<file path="config.mk">
export PLATFORM = sky130hd
export DESIGN_NAME = fifo_wr_arbiter
export DESIGN_NICKNAME = d
export VERILOG_FILES = /design/src/rtl/fifo_wr_arbiter.sv
export SDC_FILE = /design/constraint.sdc
export NUM_CORES = 1
export LEC_CHECK = 0
export BUFFER_PORTS_ARGS = -buffer_cell sky130_fd_sc_hd__buf_2
export CAP_MARGIN = 10
export CORE_ASPECT_RATIO = 0.8
export CORE_MARGIN = 2
export CORE_UTILIZATION = 37
export DETAILED_ROUTE_END_ITERATION = 7
export PLACE_DENSITY_LB_ADDON = 0.1
export SLEW_MARGIN = 15
export SYNTH_ARGS = -nofsm -noshare
export SYNTH_HDL_FRONTEND = slang
export SYNTH_SLANG_ARGS = --single-unit
export TNS_END_PERCENT = 10
</file>
<file path="constraint.sdc">
create_clock -name clk -period 1.7 [get_ports clk]
set_input_delay 0.34 -clock clk [delete_from_list [all_inputs] [get_ports clk]]
set_output_delay 0.34 -clock clk [all_outputs]
set_load 0.01 [all_outputs]
</file>
<file path="src/rtl/fifo_wr_arbiter.sv">
// fifo_wr_arbiter
//   Round-robin write arbiter that merges NUM_REQ valid/ready requesters
//   into one FIFO write port. A requester keeps its grant for a burst of
//   up to MAX_BURST beats. The burst ends early when the granted requester
//   drops valid. A full FIFO stalls the burst without ending it.
//   Exactly one IDLE arbitration cycle separates consecutive bursts.
//
// Ports
//   clk        : sole clock, also the FIFO write clock
//   reset      : asynchronous, active-high
//   req_valid  : per-requester data valid            [NUM_REQ]
//   req_data   : requester i data at [i*DATA_W +: DATA_W]
//   req_ready  : per-requester accept (combinational)  [NUM_REQ]
//   full       : FIFO full flag, clk domain
//   wr_enable  : FIFO write strobe
//   wr_data    : FIFO write data, zero when wr_enable is low
//   grant      : registered one-hot grant, zero when no grant is held
//   busy       : high while a burst is in progress
module fifo_wr_arbiter #(
    parameter int NUM_REQ   = 4,
    parameter int DATA_W    = 8,
    parameter int MAX_BURST = 4
) (
    input  logic                        clk,
    input  logic                        reset,
    input  logic [NUM_REQ-1:0]          req_valid,
    input  logic [NUM_REQ*DATA_W-1:0]   req_data,
    output logic [NUM_REQ-1:0]          req_ready,
    input  logic                        full,
    output logic                        wr_enable,
    output logic [DATA_W-1:0]           wr_data,
    output logic [NUM_REQ-1:0]          grant,
    output logic                        busy
);

    localparam int PTR_W  = (NUM_REQ   > 1) ? $clog2(NUM_REQ)   : 1;
    localparam int BEAT_W = (MAX_BURST > 1) ? $clog2(MAX_BURST) : 1;
    localparam logic [BEAT_W-1:0] LAST_BEAT = BEAT_W'(MAX_BURST - 1);

    localparam logic [0:0] S_IDLE  = 1'b0;
    localparam logic [0:0] S_BURST = 1'b1;

    logic [0:0]          r_state;
    logic [NUM_REQ-1:0]  r_grant;
    logic [PTR_W-1:0]    r_gidx;
    logic [PTR_W-1:0]    r_rr_ptr;
    logic [BEAT_W-1:0]   r_beat_cnt;

    logic                w_burst;
    logic                w_gvalid;
    logic                w_sel_found;
    logic [PTR_W-1:0]    w_sel_idx;
    logic [PTR_W:0]      w_scan;
    logic [PTR_W-1:0]    w_next_ptr;

    // First valid requester at or above rr_ptr, wrapping modulo NUM_REQ.
    // w_scan is one bit wider so rr_ptr + k never overflows before the wrap.
    always_comb begin
        w_sel_found = 1'b0;
        w_sel_idx   = '0;
        w_scan      = '0;
        for (int unsigned k = 0; k < NUM_REQ; k++) begin
            w_scan = {1'b0, r_rr_ptr} + (PTR_W+1)'(k);
            if (w_scan >= (PTR_W+1)'(NUM_REQ)) begin
                w_scan = w_scan - (PTR_W+1)'(NUM_REQ);
            end
            if (!w_sel_found && req_valid[w_scan[PTR_W-1:0]]) begin
                w_sel_found = 1'b1;
                w_sel_idx   = w_scan[PTR_W-1:0];
            end
        end
    end

    assign w_next_ptr = (r_gidx == PTR_W'(NUM_REQ - 1)) ? '0 : r_gidx + PTR_W'(1);

    assign w_burst   = (r_state == S_BURST);
    assign w_gvalid  = req_valid[r_gidx];

    assign busy      = w_burst;
    assign grant     = r_grant;
    assign req_ready = (w_burst && !full) ? r_grant : '0;
    assign wr_enable = w_burst & w_gvalid & ~full;
    assign wr_data   = wr_enable ? req_data[r_gidx*DATA_W +: DATA_W] : '0;

    always_ff @(posedge clk or posedge reset) begin
        if (reset) begin
            r_state    <= S_IDLE;
            r_grant    <= '0;
            r_gidx     <= '0;
            r_rr_ptr   <= '0;
            r_beat_cnt <= '0;
        end else begin
            case (r_state)
                S_IDLE: begin
                    if (w_sel_found) begin
                        r_grant    <= NUM_REQ'(1) << w_sel_idx;
                        r_gidx     <= w_sel_idx;
                        r_beat_cnt <= '0;
                        r_state    <= S_BURST;
                    end
                end
                S_BURST: begin
                    // full only stalls; the burst ends on its last beat or
                    // when the granted requester stops offering data.
                    if (!full) begin
                        if (w_gvalid && (r_beat_cnt != LAST_BEAT)) begin
                            r_beat_cnt <= r_beat_cnt + BEAT_W'(1);
                        end else begin
                            r_state  <= S_IDLE;
                            r_grant  <= '0;
                            r_rr_ptr <= w_next_ptr;
                        end
                    end
                end
                default: begin
                    r_state <= S_IDLE;
                    r_grant <= '0;
                end
            endcase
        end
    end

endmodule

</file>
# Yosys cells after proc, flatten, opt, wreduce, memory -nomap -nowiden
# Cells that the tools add are included.
# totals
register_bits,11
input_bits,39
output_inout_bits,18
wordCells,86
# op_classes
addsub,9
order_cmp,9
eq_ne,6
n_shift,2
n_mux,37
n_bitwise,5
reduce_logical,13
# ops
cell,count
32-bit by 6-bit indexed part select with 8-bit output,1
2-bit two-way mux,12
4-bit two-way mux,4
2-bit by 3-bit less-than comparator with 1-bit output (second input constant),5
1-bit two-way mux,12
1-bit binary-select mux with 2-bit select,5
3-bit greater-or-equal comparator (second input constant),3
3-bit AND reduction,3
8-bit two-way mux,1
2-bit inequality test (second input constant),4
4-bit one-hot mux with 2 select lines,1
2-bit by 1-bit subtractor with 2-bit output (second input constant),4
2-bit by 2-bit adder with 3-bit output (second input constant),2
1-bit logical AND,5
2-bit by 1-bit adder with 2-bit output (second input constant),2
1-bit zero test,4
2-bit one-hot mux with 2 select lines,1
1-bit by 2-bit left shift with 4-bit output (first input constant),1
2-bit by 1-bit adder with 3-bit output (second input constant),1
2-bit by 3-bit greater-or-equal comparator with 1-bit output (second input constant),1
1-bit inverter,3
1-bit bitwise AND,2
2-bit == test (second input constant),1
2-bit by 1-bit inequality test with 1-bit output (second input constant),1
other kinds (2),2

# Longest topological paths before layout
# Gate-level depths: netlist (run 1).
# depth
depth_word,17
ltp_mapped,5

# Least setup slack after synthesis (run 1)
# Ideal clock, no wire load.
# synth_timing
path_kind,register -> output
start,register r_gidx[0]
end,output wr_data[0]
t_arrival_ps,1385
slack_ps,-25
path_stages_with_launch,4
path_buffers,1
path_cell_list,dfrtp_1 buf_2 mux4_2 and3_2
# synth_between
elab_chain_cells,5
elab_cells_between_ends,6
# synth_rtl
element,line,text
from (decl),45,logic [PTR_W-1:0] r_gidx;
from (signal assigned),97,r_gidx <= w_sel_idx;
branches (longest 4 deep; another with 32-bit by 6-bit indexed part select with 8-bit output),-,
8-bit two-way mux (*),83,assign wr_data = wr_enable ? req_data[r_gidx*DATA_W +: DATA_W] : '0;
to (decl),31,"output logic [DATA_W-1:0] wr_data,"
# Every way passes the cells marked *. The select of a mux whose other input is x is not followed.

# Final worst setup path (run 1)
# Same ends and word-level chain as after synthesis.

==> reports/metrics.csv, run 1 <==
stage,metric,value,unit
outcome,status,finished with violations,
outcome,violations,setup timing,
synthesis,synth.ff_latch_count,11,
pwr,power.density,1486,nW/um2
placement,dp_cells,168,
floorplanning,die_h,47.58,um
pwr,p_sw,827.1,uW
clock_network,clockBufferDepth,2,
synthesis,synth-edff-count,0,
drt,remaining_drc_errors,0,
pwr,power,2.159,mW
cells_and_area,area_delta_synth_final,65.38,%
synthesis,synth_cells,79,
setup_path,reg2reg_from,r_gidx[0],
synthesis,ys_warn_count,0,
drt,firstDrtPassIters,4,
clock_network,clock-sinks,11,
cells_and_area,fin_nets,194,
setup_path,path_cells,"buf_6, mux4_2, and3_4, buf_6",
drt,wirelength,2753,um
setup_path,max_stage_delay,0.57,ns
setup_path,cp_max_fo,5,
drt,highest_layer,met4,
setup_path,reg2regPathDepth,5,
drt,via_per_inst,5.328,
cells_and_area,layout-drive-gt1-share,0.6974,
global_routing,grt_pass1_wl,4195,um
sta,finalCritPeriodShare,1.192,
setup_path,path_class,reg2out,
synthesis,synth_top_cell_by_area,dfrtp_1,
floorplanning,initial_core_util,0.4000,
clock_network,ctsHtreeMaxLevel,1,
drt,wl_met2,1392,um
sta,fmax,0.4933,GHz
floorplanning,die_w,58.48,um
sta,layout_setup_ws,-0.3272,ns
drt,routedWlPerCell,15.55,um
synthesis,synth-main-ff-cell,dfrtp_1,
sta,period_minus_slack,2.027,ns
cells_and_area,utilization,0.6615,
global_routing,grt_pass1_vias,936,
synthesis,syn_avg_cell_area,11.12,um2
sta,setup_viol,14,
sta,report.final.slew_viol_count,0,
job,cap_violations,0,
setup_path,reg2reg_to,r_rr_ptr[0],
synthesis,synth_area_leaders,"dfrtp_1 31%, mux4_2 23%, and3_2 6.8%",
pwr,p_int,1.332,mW
floorplanning,placementRows,15,
setup_path,crit_arrival,1.69,ns
setup_path,cp_data_required_time,1.36,ns
synthesis,synth_nets,120,
setup_path,critPathLaunchType,flop,
sta,finalHoldViolations,0,
drt,met1Wirelength,1166,um
setup_path,cp_common_cell,buf_6,
global_routing,grt_max_degree,15,
drt,ant_nets,0,
setup_path,cp-endpoint,wr_data[0],
sta,fin_setup_tns,-3.567,ns
clock_network,cts_hold_buf,0,
clock_network,cts_buffers,3,
floorplanning,core_area,2196,um2
synthesis,netlist.area_leader.share,0.3134,
sta,maxSlewHeadroom,0.6997,
sta,worst_slew_pin_slew,0.4499,ns
sta,rsz0062_at_grt,yes,
pwr,pwr-share-comb,0.686,
clock_network,cts_root_buf,clkbuf_4,
clock_network,insertion_delay,0.27,ns
setup_path,worstSetupEndpointType,primary output,
drt,via_count,943,
synthesis,synth.most_common_cell,dfrtp_1,
drt,dr_wl_met3,166,um
floorplanning,die_area,2782,um2
placement,hpwlAfterDp,1970,um
setup_path,cp_slowest_cell,mux4_2,
global_routing,grt_usage,0.2106,
cells_and_area,fin_cells,177,
min_path,worstHoldPathType,in2async,
placement,globalplace.congestion,0.7151,
pwr,switching_share,0.3831,
global_routing,antenna_found_initial,0,
pwr,vdd_drop_max,792.8,uV
clock_network,cts_tree,yes,
synthesis,netlist_top_cells_count,"11 x dfrtp_1, 9 x mux4_2, 8 x and3_2, 6 x inv_1, 6 x nor2_1",
global_routing,grt_overflow_total,0,
placement,portBuffers,56,
pwr,p_seq_frac,0.231,
synthesis,async_flop_share,1.000,
synthesis,ys_types,28,
drt,drt_iter0_markers,11,
sta,skew,0.003203,ns
sta,fin_hold_ws,0.06234,ns
cells_and_area,diodes,0,
floorplanning,ios,57,
setup_path,r2r_slack,-0.20,ns
pwr,p_leak,0.7346,nW
pwr,clockPowerShare,0.083,
synthesis,netlist_area,878.3,um2
clock_network,clk_pin_slew_worst_paths,0.07,ns
synthesis,ys_seq_area_frac,0.3134,
setup_path,cp-startpoint,r_gidx[0],
-- layout by cell type, fill, tap and decap left out, drive strengths merged, types with 2 or more instances in the layout --
master  count
nand2       5
mux4       10
and2        4
inv         6
mux2i       3
buf        72
ha          2
clkbuf      4
dfrtp      11
mux2        3
and3        8
nand2b      2
nor2        7
a21oi       2
-- sequential cells by signal (all words and copies together), names as in the netlist --
register	cells
grant	4
r_rr_ptr	2
r_beat_cnt	2
busy	1
r_gidx	2
-- what timing repair did --
action	CTS	global route
pin swaps	3	2
gates cloned	2	0
resized for setup	20	7
endpoints found under the setup margin	13	21
setup buffers	5	0
-- metrics by stage --
stage                     area, um2  setup WS [ns]
final                          1453        -0.3272
after global routing           1453        -0.3795
after CTS                      1471        -0.3334
after detailed placement       1275        -0.1059
after global placement         1275       -0.04847
after floorplan               880.8        0.05020
-- worst min path at each step --
stage / end / slack (ns) / cells after the start
floorplan: busy / 0.19 / 1
global placement: r_beat_cnt[0] / 0.36 / 2
detailed placement: r_gidx[1] / 0.36 / 2
CTS: grant[3] / 0.06 / 2
global route: r_rr_ptr[1] / 0.08 / 2
finish: grant[0] / 0.06 / 2
-- critical path: cells and delay by family (launching register included) --
kind	cells	cell delay, ns
simple gates	1	0.21
buf+inv	2	0.24
flops	1	0.40
mux	1	0.57
-- cells by family after synthesis --
logic type,synth area share
AND/OR/NAND/NOR,0.1966
multiplexers,0.3034
AO/OA/AOI/OAI,0.1126
flip-flops,0.3134
buffers and inverters,0.04559
adder cells (fa/ha/maj),0.02849
-- power groups by stage --
stage	sequential (mW)	combinational (mW)	clock [mW]
2_1_floorplan	0.494	0.781	0
3_3_place_gp	0.484	1.19	0
3_5_place_dp	0.493	1.22	0
4_1_cts	0.490	1.57	0.190
5_1_grt	0.521	1.60	0.204
6_report	0.500	1.48	0.179
-- final cells by class --
class,instances,area (um2)
Tap cell,25,31.28
Timing Repair Buffer,72,469.2
Inverter,6,22.52
Clock buffer,4,26.28
Fill cell,184,743.2
Sequential cell,11,276.5
Multi-Input combinational cell,59,626.9
-- routing by layer --
metal  up-vias  track usage
li1        449            -
met1       464       0.2739
met2        28       0.3640
met3         2      0.04054
met4         0      0.06512
met5         -            0
No activity file was read; power rests on OpenSTA's default activity.
==> inputs of run 2 (changes only) <==
--- a/config.mk
+++ b/config.mk
@@ -11,6 +11,7 @@
 export CORE_MARGIN = 2
 export CORE_UTILIZATION = 37
 export DETAILED_ROUTE_END_ITERATION = 7
+export GPL_TIMING_DRIVEN = 0
 export PLACE_DENSITY_LB_ADDON = 0.1
 export SLEW_MARGIN = 15
 export SYNTH_ARGS = -nofsm -noshare
==> run 2 against run 1 <==
Compared with the run above: the flow still finishes with violations (setup timing); worst hold slack got worse by 0.013 ns; total power fell by 4.2%; via count shrank 5.8%; combinational power decreased by 6%; maximum frequency up 1.1%; wire length down 10%; first-iteration DRC count rose to 2.7 times the previous value; cell count decreased by 4.0%; clock power about the same; non-clock buffer count fell by 7.
==> reports/metrics.csv, run 2 (synthesis results as in run 1) <==
stage,metric,value,unit
outcome,status,finished with violations,
outcome,violations,setup timing,
floorplanning,ios,57,
global_routing,grt_pass1_wl,3843,um
cells_and_area,fin_cells,170,
floorplanning,core_area,2196,um2
pwr,switching_share,0.3784,
pwr,p_leak,0.7037,nW
global_routing,grt_pass1_vias,793,
drt,via_per_inst,5.224,
floorplanning,initial_core_util,0.4000,
drt,ant_nets,0,
setup_path,critPathLaunchType,flop,
drt,firstDrtPassIters,4,
setup_path,reg2regPathDepth,4,
setup_path,crit_arrival,1.66,ns
setup_path,cp_data_required_time,1.36,ns
floorplanning,die_area,2782,um2
sta,setup_viol,14,
clock_network,cts_hold_buf,0,
min_path,worstHoldPathType,in2async,
clock_network,clock-sinks,11,
drt,drt_iter0_markers,30,
placement,placedInstanceArea,1192,um2
placement,portBuffers,56,
pwr,p_int,1.285,mW
setup_path,cp_max_fo,5,
cells_and_area,largest_register_ffs,4,
pwr,power.density,1489,nW/um2
sta,worst_slew_pin_slew,0.6537,ns
clock_network,cts_buffers,3,
floorplanning,die_h,47.58,um
placement,globalplace.congestion,0.6866,
pwr,clockPowerShare,0.086,
global_routing,antenna_found_initial,0,
drt,remaining_drc_errors,0,
clock_network,cts_tree,yes,
cells_and_area,area_delta_synth_final,58.12,%
sta,layout_setup_ws,-0.3045,ns
global_routing,grt_max_degree,12,
drt,via_count,888,
cells_and_area,final_common_cell,buf_2,
sta,rsz0062_at_grt,yes,
drt,routedWlPerCell,14.56,um
cells_and_area,layout-drive-gt1-share,0.6621,
global_routing,grt_overflow_total,0,
cells_and_area,mostFrequentLayoutCells,"48 x buf_2, 11 x buf_6, 10 x mux4_2, 10 x dfrtp_1, 7 x and3_4",
pwr,p_sw,782.4,uW
clock_network,ctsHtreeMaxLevel,1,
sta,skew,0.005677,ns
setup_path,path_class,reg2out,
sta,finalHoldViolations,0,
setup_path,worstSetupEndpointType,primary output,
cells_and_area,fin_area,1389,um2
clock_network,clockBufferDepth,2,
global_routing,grt_usage,0.1893,
setup_path,cp-startpoint,r_gidx[0],
cells_and_area,fin_nets,187,
clock_network,insertion_delay,0.27,ns
sta,fmax,0.4989,GHz
cells_and_area,fill_cells,176,
sta,finalCritPeriodShare,1.179,
pwr,pwr-share-comb,0.674,
sta,period_minus_slack,2.005,ns
floorplanning,die_w,58.48,um
drt,wirelength,2475,um
sta,fin_setup_tns,-3.030,ns
setup_path,r2r_slack,-0.18,ns
clock_network,clk_pin_slew_worst_paths,0.07,ns
floorplanning,placementRows,15,
placement,dp_cells,160,
cells_and_area,diodes,0,
setup_path,reg2reg_to,r_rr_ptr[1],
setup_path,reg2reg_from,r_gidx[0],
clock_network,cts_root_buf,clkbuf_4,
pwr,p_seq_frac,0.240,
sta,report.final.slew_viol_count,0,
job,cap_violations,0,
pwr,vdd_drop_max,912.2,uV
sta,maxSlewHeadroom,0.5616,
==> run 2: timing repair <==
action,4_1_cts,5_1_grt
resized for setup,27,1
cloned,2,0
pin swaps,2,6
buffers inserted,3,1
setup endpoints to repair,18,19
==> run 2: power groups by stage <==
stage          combinational (mW)  sequential [mW]  clock (mW)
6_report                     1.39            0.496       0.178
5_1_grt                      1.51            0.515       0.197
4_1_cts                      1.37            0.497       0.181
3_5_place_dp                 1.10            0.484           0
3_3_place_gp                 1.07            0.481           0
2_1_floorplan               0.781            0.494           0
==> run 2: how the worst max path moves through the flow <==
stage                              to  slack, ns  depth (start not counted)
after global placement    r_rr_ptr[0]      -0.12                          4
after global routing       wr_data[5]      -0.37                          4
final                      wr_data[2]      -0.30                          4
after detailed placement  r_rr_ptr[1]      -0.15                          4
after floorplan           r_rr_ptr[0]       0.05                          3
after CTS                  wr_data[2]      -0.32                          4
==> run 2: area by class of cell <==
| cell class | instances | area (um2) | share of cell area |
|---|---|---|---|
| plain buffers | 4 | 37.54 | 0.02703 |
| clock buffers | 4 | 26.28 | 0.01892 |
| inverters | 6 | 22.52 | 0.01622 |
| multi-input cells | 59 | 619.3 | 0.4459 |
| flip-flops and latches | 11 | 276.5 | 0.1991 |
| well taps | 25 | 31.28 | 0.02252 |
| repair buffers | 61 | 375.4 | 0.2703 |
==> run 2: critical path: stages (launching register included) <==
cell and delay, ns:
dfrtp_2 0.44, buf_6 0.16, mux4_2 0.50, and3_4 0.19, buf_6 0.11
==> run 2: per-stage QoR <==
step | worst slack (ns) | hold slack, ns | util | total power [mW]
6_report | -0.3045 | 0.04932 | 0.6325 | 2.067
4_1_cts | -0.3207 | 0.05979 | 0.6285 | 2.053
5_1_grt | -0.3715 | 0.08314 | 0.6325 | 2.227
3_5_place_dp | -0.1473 | 0.3533 | 0.5430 | 1.588
2_1_floorplan | 0.05020 | 0.1924 | - | 1.275
3_3_place_gp | -0.1200 | 0.3447 | 0.5430 | 1.553
==> run 2: routing by layer <==
metal | up-vias | track usage | routed length (um)
li1 | 435 | - | -
met1 | 423 | 0.2615 | 1117
met2 | 28 | 0.3169 | 1196
met3 | 2 | 0.05135 | 155
met4 | 0 | 0.01395 | 6
met5 | - | 0 | 0
==> inputs of run 3 (changes only) <==
--- a/config.mk
+++ b/config.mk
@@ -12,7 +12,7 @@
 export CORE_UTILIZATION = 37
 export DETAILED_ROUTE_END_ITERATION = 7
 export GPL_TIMING_DRIVEN = 0
-export PLACE_DENSITY_LB_ADDON = 0.1
+export PLACE_DENSITY = 0.72
 export SLEW_MARGIN = 15
 export SYNTH_ARGS = -nofsm -noshare
 export SYNTH_HDL_FRONTEND = slang
==> run 3 against run 2 <==
Compared with the run above: wire length grew 9.9%; clock power is essentially flat; cell count shrank 1.8%; global-route usage shrank 1.1 points; largest cell class unchanged; the run still ends with setup timing left; count of clock-buffer cells in the layout is the same; sequential power grew 0.8%; sequential share of layout area grew 0.33 points; critical endpoint is now wr_data[0]; non-clock buffer count shrank 3.
==> reports/metrics.csv, run 3 (synthesis results as in run 1) <==
stage,metric,value,unit
pwr,switching_share,0.3840,
cells_and_area,diodes,0,
pwr,clockPowerShare,0.088,
setup_path,critPathLaunchType,flop,
cells_and_area,area_delta_synth_final,55.56,%
pwr,power.density,1476,nW/um2
clock_network,cts_hold_buf,0,
global_routing,grt_usage,0.1778,
clock_network,clock-sinks,11,
sta,worst_slew_pin_slew,0.6635,ns
setup_path,path_class,reg2out,
floorplanning,placementRows,15,
global_routing,grt_pass1_vias,810,
setup_path,r2r_slack,-0.17,ns
cells_and_area,largest_register_ffs,4,
placement,globalplace.congestion,0.7438,
sta,rsz0062_at_grt,yes,
clock_network,insertion_delay,0.27,ns
pwr,pwr-share-comb,0.664,
sta,finalCritPeriodShare,1.198,
outcome,status,finished with violations,
floorplanning,core_area,2196,um2
drt,via_per_inst,5.491,
sta,skew,0.008594,ns
floorplanning,die_h,47.58,um
clock_network,cts_root_buf,clkbuf_4,
floorplanning,ios,57,
cells_and_area,fin_nets,184,
pwr,power,2.016,mW
sta,report.final.slew_viol_count,0,
clock_network,clk_pin_slew_worst_paths,0.08,ns
drt,via_count,917,
clock_network,clockBufferDepth,2,
setup_path,cp_data_required_time,1.36,ns
pwr,p_leak,0.6866,nW
placement,portBuffers,56,
sta,period_minus_slack,2.037,ns
clock_network,cts_buffers,3,
pwr,p_int,1.242,mW
global_routing,antenna_found_initial,0,
global_routing,grt_overflow_total,0,
floorplanning,die_area,2782,um2
drt,wirelength,2721,um
sta,layout_setup_ws,-0.3370,ns
cells_and_area,mostFrequentLayoutCells,"48 x buf_2, 12 x buf_6, 10 x mux4_2, 10 x dfrtp_1, 8 x and3_4",
setup_path,worstSetupEndpointType,primary output,
floorplanning,die_w,58.48,um
placement,hpwlAfterDp,1833,um
setup_path,cp_max_fo,5,
clock_network,cts_tree,yes,
drt,firstDrtPassIters,4,
floorplanning,initial_core_util,0.4000,
sta,finalHoldViolations,0,
clock_network,ctsHtreeMaxLevel,1,
drt,ant_nets,0,
sta,fmax,0.4909,GHz
job,cap_violations,0,
drt,drt_iter0_markers,44,
sta,setup_viol,14,
global_routing,grt_max_degree,12,
cells_and_area,final_common_cell,buf_2,
sta,maxSlewHeadroom,0.5550,
cells_and_area,layout-drive-gt1-share,0.6549,
drt,routedWlPerCell,16.29,um
cells_and_area,fin_area,1366,um2
pwr,p_sw,774.2,uW
min_path,worstHoldPathType,in2async,
setup_path,crit_arrival,1.70,ns
outcome,violations,setup timing,
drt,remaining_drc_errors,0,
pwr,vdd_drop_max,865.3,uV
global_routing,grt_pass1_wl,3588,um
pwr,p_seq_frac,0.248,
placement,placedInstanceArea,1192,um2
run 3: cell count changes in the layout (fill, tap and decap cells not counted), sizes merged:
cell	previous run	this run
buf	64	61
run 3: power groups by stage:
stage	clock network (mW)	registers, mW	logic (mW)
after global placement	0	0.479	1.07
after floorplan	0	0.494	0.781
final	0.178	0.500	1.34
after detailed placement	0	0.487	1.09
after global routing	0.197	0.522	1.47
after CTS	0.184	0.495	1.24
run 3: final cells by class:
class	count	area, um2
plain buffers	4	33.78
clock buffers	4	26.28
fillers	168	829.5
inverters	6	22.52
multi-input cells	59	623.1
flip-flops and latches	11	276.5
well taps	25	31.28
repair buffers	58	352.8
run 3: final timing paths:
kind / endpoint / cells after the start / startpoint
setup / recovery: wr_data[0] / 4 / r_gidx[0]
min in group clk: busy / 3 / req_valid[2]
hold reg to reg: r_beat_cnt[0] / 1 / r_beat_cnt[0]
setup reg to reg: r_rr_ptr[1] / 4 / r_gidx[0]
hold / removal: grant[0] / 2 / reset
max in group asynchronous: r_gidx[0] / 2 / reset
run 3: timing repair:
| item | 4_1_cts | 5_1_grt |
|---|---|---|
| hold endpoints to repair | 0 | 0 |
| pin swaps | 1 | 3 |
| resized for setup | 18 | 11 |
| cloned | 1 | 1 |
| endpoints found under the setup margin | 17 | 20 |
| buffers inserted | 1 | 0 |
run 3: worst max-delay path, stage by stage (launching register included):
cell,delay (ns)
dfrtp_2,0.44
buf_6,0.16
mux4_2,0.52
and3_4,0.20
buf_6,0.11
run 3: routing by layer:
| layer | vias up | GRT usage | part of all wire |
|---|---|---|---|
| li1 | 430 | - | - |
| met1 | 423 | 0.2282 | 0.39 |
| met2 | 58 | 0.2809 | 0.48 |
| met3 | 6 | 0.05135 | 0.11 |
| met4 | 0 | 0.08837 | 0.020 |
| met5 | - | 0 | 0 |
run 3: stage by stage:
step	std cells	setup TNS (ns)	setup WS, ns	hold WS [ns]	utilization
floorplan	79	0	0.05020	0.1924	-
global placement	160	-1.192	-0.1188	0.3511	0.5430
detailed placement	160	-1.533	-0.1878	0.3533	0.5430
CTS	166	-3.496	-0.3252	0.05782	0.5932
global route	167	-4.618	-0.4170	0.08086	0.6222
finish	167	-3.171	-0.3370	0.04622	0.6222
